<file path="config.mk">
export PLATFORM = sky130hd
export DESIGN_NAME = msg_scheduler_flat
export DESIGN_NICKNAME = d
export VERILOG_FILES = /design/src/rtl/sha256_pkg.sv /design/src/rtl/msg_scheduler_if.sv /design/src/rtl/msg_sigma.sv /design/src/rtl/msg_scheduler.sv /design/src/flat_wrapper.sv
export SDC_FILE = /design/constraint.sdc
export NUM_CORES = 2
export LEC_CHECK = 0
export ABC_CLOCK_PERIOD_IN_PS = 49100
export CORE_MARGIN = 2
export CORE_UTILIZATION = 28
export DETAILED_ROUTE_END_ITERATION = 10
export GPL_TIMING_DRIVEN = 0
export PLACE_DENSITY_LB_ADDON = 0.05
export SLEW_MARGIN = 25
export SYNTH_ARGS = -nofsm -noshare
export SYNTH_HDL_FRONTEND = slang
export SYNTH_SLANG_ARGS = --single-unit
</file>
<file path="constraint.sdc">
create_clock -name clk -period 49.1 [get_ports clk]
set_input_delay 9.82 -clock clk [delete_from_list [all_inputs] [get_ports clk]]
set_output_delay 9.82 -clock clk [all_outputs]
set_load 0.02 [all_outputs]
</file>
<file path="src/rtl/sha256_pkg.sv">
// Shared SHA-256 definitions: phase codes to the compression core, block
// geometry and the message-scheduler FSM state type.
package sha256_pkg;

  localparam logic [1:0] PH_INIT  = 2'b00;
  localparam logic [1:0] PH_ROUND = 2'b01;
  localparam logic [1:0] PH_LAST  = 2'b10;
  localparam logic [1:0] PH_SEND  = 2'b11;

  localparam int ROUNDS       = 64;
  localparam int BLOCK_WORDS  = 16;
  localparam int DIGEST_WORDS = 8;

  typedef enum logic [2:0] {
    IDLE  = 3'd0,
    START = 3'd1,
    ROUND = 3'd2,
    LAST  = 3'd3,
    SEND  = 3'd4
  } sched_state_t;

  function automatic logic [31:0] bswap32(input logic [31:0] x);
    return {x[7:0], x[15:8], x[23:16], x[31:24]};
  endfunction

endpackage

</file>
<file path="src/rtl/msg_scheduler_if.sv">
// Word-stream input and core-facing round/word outputs of the message scheduler.
interface msg_scheduler_if #(
  parameter int DATA_WIDTH = 32
);
  logic [DATA_WIDTH-1:0] s_data;
  logic                  s_valid;
  logic                  s_ready;
  logic                  start_out;
  logic [1:0]            state_out;
  logic [5:0]            round_out;
  logic [DATA_WIDTH-1:0] w_out;
  logic                  busy;
  logic                  done;

  modport master (
    output s_data, s_valid,
    input  s_ready, start_out, state_out, round_out, w_out, busy, done
  );

  modport slave (
    input  s_data, s_valid,
    output s_ready, start_out, state_out, round_out, w_out, busy, done
  );
endinterface

</file>
<file path="src/rtl/msg_sigma.sv">
// SHA-256 small sigma functions sigma0 and sigma1 of one 32-bit word.
module msg_sigma (
  input  logic [31:0] x,
  output logic [31:0] sig0,
  output logic [31:0] sig1
);
  assign sig0 = {x[6:0],  x[31:7]}  ^ {x[17:0], x[31:18]} ^ {3'b0,  x[31:3]};
  assign sig1 = {x[16:0], x[31:17]} ^ {x[18:0], x[31:19]} ^ {10'b0, x[31:10]};
endmodule

</file>
<file path="src/rtl/msg_scheduler.sv">
// SHA-256 message schedule generator: loads 16 words, then streams W_0..W_63
// with round/phase codes to the compression core. MSG_SCHED_BSWAP_EN byte-swaps input words.
module msg_scheduler
  import sha256_pkg::*;
#(
  parameter int DATA_WIDTH = 32
) (
  input  logic            clk,
  input  logic            rst,
  msg_scheduler_if.slave  bus
);

  sched_state_t          state;
  logic [DATA_WIDTH-1:0] win [16];
  logic [3:0]            load_cnt;
  logic [2:0]            send_cnt;
  logic [5:0]            rnd;

  logic [DATA_WIDTH-1:0] data_in;
  logic [DATA_WIDTH-1:0] sig0_w1, sig1_unused_w1, sig0_unused_w14, sig1_w14;
  logic [DATA_WIDTH-1:0] new_word, shift_word;
  logic                  shift_en;

`ifdef MSG_SCHED_BSWAP_EN
  assign data_in = bswap32(bus.s_data);
`else
  assign data_in = bus.s_data;
`endif

  msg_sigma u_sigma_lo (.x(win[1]),  .sig0(sig0_w1),         .sig1(sig1_unused_w1));
  msg_sigma u_sigma_hi (.x(win[14]), .sig0(sig0_unused_w14), .sig1(sig1_w14));

  assign new_word = sig1_w14 + win[9] + sig0_w1 + win[0];

  always_comb begin
    shift_en   = 1'b0;
    shift_word = data_in;
    if (state == IDLE && bus.s_valid) begin
      shift_en = 1'b1;
    end else if (state == ROUND) begin
      shift_en   = 1'b1;
      shift_word = new_word;
    end
  end

  always_ff @(posedge clk or posedge rst) begin
    if (rst) begin
      for (int i = 0; i < 16; i++) win[i] <= '0;
    end else if (shift_en) begin
      for (int i = 0; i < 15; i++) win[i] <= win[i+1];
      win[15] <= shift_word;
    end
  end

  // Control FSM: the window only advances while loading or expanding rounds 0..62.
  always_ff @(posedge clk or posedge rst) begin
    if (rst) begin
      state    <= IDLE;
      load_cnt <= '0;
      send_cnt <= '0;
      rnd      <= '0;
    end else begin
      case (state)
        IDLE: begin
          if (bus.s_valid) begin
            load_cnt <= load_cnt + 4'd1;
            if (load_cnt == 4'd15) state <= START;
          end
        end
        START: begin
          rnd   <= '0;
          state <= ROUND;
        end
        ROUND: begin
          rnd <= rnd + 6'd1;
          if (rnd == 6'd62) state <= LAST;
        end
        LAST: begin
          send_cnt <= '0;
          state    <= SEND;
        end
        SEND: begin
          send_cnt <= send_cnt + 3'd1;
          if (send_cnt == 3'd7) begin
            rnd   <= '0;
            state <= IDLE;
          end
        end
        default: state <= IDLE;
      endcase
    end
  end

  always_comb begin
    case (state)
      ROUND:   bus.state_out = PH_ROUND;
      LAST:    bus.state_out = PH_LAST;
      SEND:    bus.state_out = PH_SEND;
      default: bus.state_out = PH_INIT;
    endcase
  end

  assign bus.s_ready   = (state == IDLE);
  assign bus.start_out = (state == START);
  assign bus.busy      = (state != IDLE);
  assign bus.done      = (state == SEND) && (send_cnt == 3'd7);
  assign bus.round_out = rnd;
  assign bus.w_out     = (state == ROUND || state == LAST) ? win[0] : '0;

endmodule

</file>
<file path="src/flat_wrapper.sv">
// flat-port wrapper written by rule: the top's interface ports become plain ports
module msg_scheduler_flat import sha256_pkg::*;
#(
  parameter int DATA_WIDTH = 32
)
  (clk, rst, bus_s_data, bus_s_valid, bus_s_ready, bus_start_out, bus_state_out, bus_round_out, bus_w_out, bus_busy, bus_done);
  msg_scheduler_if #(.DATA_WIDTH(DATA_WIDTH)) bus_i ();
  input  logic clk;
  input  logic rst;
  input wire logic [$bits(bus_i.s_data)-1:0] bus_s_data;
  input wire logic [$bits(bus_i.s_valid)-1:0] bus_s_valid;
  output wire logic [$bits(bus_i.s_ready)-1:0] bus_s_ready;
  output wire logic [$bits(bus_i.start_out)-1:0] bus_start_out;
  output wire logic [$bits(bus_i.state_out)-1:0] bus_state_out;
  output wire logic [$bits(bus_i.round_out)-1:0] bus_round_out;
  output wire logic [$bits(bus_i.w_out)-1:0] bus_w_out;
  output wire logic [$bits(bus_i.busy)-1:0] bus_busy;
  output wire logic [$bits(bus_i.done)-1:0] bus_done;
  assign bus_i.s_data = bus_s_data;
  assign bus_i.s_valid = bus_s_valid;
  assign bus_s_ready = bus_i.s_ready;
  assign bus_start_out = bus_i.start_out;
  assign bus_state_out = bus_i.state_out;
  assign bus_round_out = bus_i.round_out;
  assign bus_w_out = bus_i.w_out;
  assign bus_busy = bus_i.busy;
  assign bus_done = bus_i.done;
  msg_scheduler #(.DATA_WIDTH(DATA_WIDTH)) u_core (.clk(clk), .rst(rst), .bus(bus_i));
endmodule
</file>
==> impl_metrics.ini <==
[outcome]
result_of_the_run = finished clean

[clock_tree]
cts.root.buffer_cell = clkbuf_16
clk_path_buf_depth = 3
post_cts.repair.setup_buffers = 0
tritoncts = done
cts-buffers-inserted = 67
clk_latency_ns = 0.61
numClockSinks = 528
cts.repair.resized = 0
cts-htree-levels = 3
ctsHoldBuffers = 0
clkTransAtPathRegs_ns = 0.06

[worst_setup_path]
critPathMostFrequentCell = clkbuf_1
endpoint_kind = primary output
cp.arrival_ns = 3.05
worst-r2r-setup-slack_ns = 43.78
r2r-end = u_core.win[31]
path_cells = clkbuf_1 -> nand2b_1 -> clkbuf_1 -> nor2_1 -> clkdlybuf4s50_1
reg2reg_depth = 18
worst-endpoint-required_ns = 39.28
worst_setup_path_start_kind = flop
critical_path_peak_fanout = 10
critical_path.slowest_cell = clkdlybuf4s50_1
timing.critical_path.buf_inv = 3
worstSetupPathType = reg -> out
max_stage_delay_ns = 0.71
r2r_start = u_core.win[52]
path_delay_family = buffers and inverters

[drt]
num_vias = 18505
first_iter_violations = 1320
drcViolationCount = 0
post_drt_wl_per_cell_um = 19.5
routed_wl_um = 81800
firstDrtPassIters = 5
route.antenna.remaining_nets = 0
viasPerCell = 4.42

[floorplanning]
die_height_um = 300
die-area_sq_mm = 0.0902
design.core.area_sq_mm = 0.0869
num_io_pins = 79
die_w_um = 300
initial_core_util_pct = 28.3
placementRows = 108

[synthesis]
synth.ff_latch_count = 528
yosysUniqueCellTypes = 53
xor_and_xnor_fraction_of_the_mapped_netlist_area_pct = 5.41
postSynth.asyncResetShare_pct = 100
seq_area_frac_synth_pct = 53.7
synth-warning-count = 0
post_synth_mux_area_share_pct = 0.259
synth_top_family_by_area = simple AND/OR/NAND/NOR gates
synth_ff_type = dfrtp_1
syn-instance-count = 2829
synth-adder-area-share_pct = 6.88
fraction_of_the_mapped_netlist_area_in_compound_gates_pct = 4.80
synth-edff-count = 0
postSynthAreaPerCell_sq_um = 8.69
synth_simple_gate_area_share_pct = 23.8
netlist_area_pre_place_sq_mm = 0.0246
syn-num-nets = 2962

[global_route]
use_met1_pct = 25.8
grt_start_max_net_pins = 95
gr-usage-met2_pct = 28.9
grt_pass1_vias = 19375
top_usage_layer = met2
grtUsageMet3_pct = 3.54
grt_util_all_layers_pct = 18.5
grt_overflow = 0
grt_pass1_wl_um = 124000
antenna_violations_before_repair = 1

[finish]
final_area_sq_mm = 0.0292
area.growth.synth_to_final_pct = 18.6
fin_util_pct = 33.6
final_common_cell = nand2_1
drive_above_1_share_pct = 4.42
mostFrequentLayoutCells = nand2_1 (1420), dfrtp_1 (528), clkbuf_1 (184)
num-nets-final = 3115

[timing]
tightestPinTransition_ns = 0.975
clock.fmax_ghz = 0.0777
setup_violations = 0
fin_crit_ns = 12.87
final.period_utilization_pct = 26.2
maxSlewViolCount = 0
hold_viol_final = 0
totalNegativeSetupSlack_ns = 0
max-slew-margin-rel_pct = 35.0
grt_setup_unrepaired = false
timing.clock.skew_ns = 0.0200

[hold_path]
worst_hold_path_type = reg -> reg
hold-path-endpoint = u_core.win[215]
min-delay-start = u_core.win[183]
hold_path_depth = 2

[placed_design]
dp.final_hpwl_um = 61400
post_dp_cell_area_sq_mm = 0.0270
gp_congestion = 0.870
portBuffers = 78

[job]
max_cap_viol_count = 0
## cells by family (layout without fill, tap and decap cells)
family                     Yosys count  in the layout
xor gates and xnor gates           152            152
other                                0              1
adders and majority gates           98             98
AOI/OAI and AO/OA                  188            188
DFF                                528            528
buffers and inverters              332            536
muxes                                6              6
and+or+nand+nor                   1525           1525
## layout make-up
class                           count  area, sq um
Sequential cell                   528        13200
Buffer                            179          683
Inverter                          153          582
Antenna cell                        1         2.50
Clock buffer                      106         2050
Clock inverter                     14          113
Multi-Input combinational cell   1969        10100
Tap cell                         1155         1450
Fill cell                        9137        57700
Timing Repair Buffer               84          946
## how the worst max path moves through the flow
| stage | startpoint | slack [ns] | to | depth (start not counted) |
|---|---|---|---|---|
| after floorplan | rst | 24.53 | u_core.bus.round_out[0] | 1 |
| after global placement | rst | 17.30 | u_core.win[146] | 2 |
| after CTS | u_core.state[1] | 36.28 | bus_w_out[25] | 5 |
| final | u_core.state[1] | 36.23 | bus_w_out[23] | 5 |
| after global routing | u_core.state[1] | 36.19 | bus_w_out[25] | 5 |
| after detailed placement | bus_s_valid | 36.28 | u_core.win[509] | 7 |
## worst register-to-register path: stages, from the launching register on
cell and delay [ns]:
dfrtp_1 0.31, clkbuf_1 0.47, xnor2_1 0.18, xnor2_1 0.57
fa_1 0.52, inv_1 0.08, fa_1 0.41, inv_1 0.07
ha_1 0.18, inv_1 0.06, fa_1 0.40, nor2b_1 0.22
o211ai_1 0.18, a21o_1 0.23, a21oi_1 0.39, a311oi_4 0.23
o311ai_1 0.39, mux2i_1 0.23, nand2_1 0.07
## per-layer routing
layer	vias to the layer above	wire length, um
li1	8961	-
met1	9052	38400
met2	372	36900
met3	120	3930
met4	0	2570
met5	-	0
## through the flow
step,hold slack [ns],std cells,setup slack (ns)
6_report,0.457,4189,36.23
5_1_grt,0.485,4188,36.19
4_1_cts,0.456,4188,36.28
3_5_place_dp,0.444,4068,36.28
3_3_place_gp,0.445,4062,17.30
2_1_floorplan,0.431,2829,24.53
## sequential cells by signal, indices dropped and copies added (netlist names)
signal,flops
u_core.load_cnt,4
u_core.state,3
u_core.win,512
u_core.bus.round_out,6
u_core.send_cnt,3
## synth_stat cells (all sizes together) (5+ instances only)
library cell,n,area share (%)
nand4,11,0.28
clkbuf,171,2.6
a21oi,37,0.75
xnor2,123,4.4
nand2,1420,22
o21ai,79,1.6
nor3,6,0.14
a211oi,5,0.17
dfrtp,528,54
o22ai,5,0.13
a21o,12,0.37
fa,62,5.0
and2,8,0.20
nand2b,6,0.15
inv,153,2.3
ha,36,1.8
buf,8,0.15
nor2,49,0.75
xor2,29,1.0
a22oi,19,0.58
nor2b,10,0.25
Power is left out: the tool's default activity adds up to more than one toggle a clock period on the data nets, which glitch-free logic cannot reach.
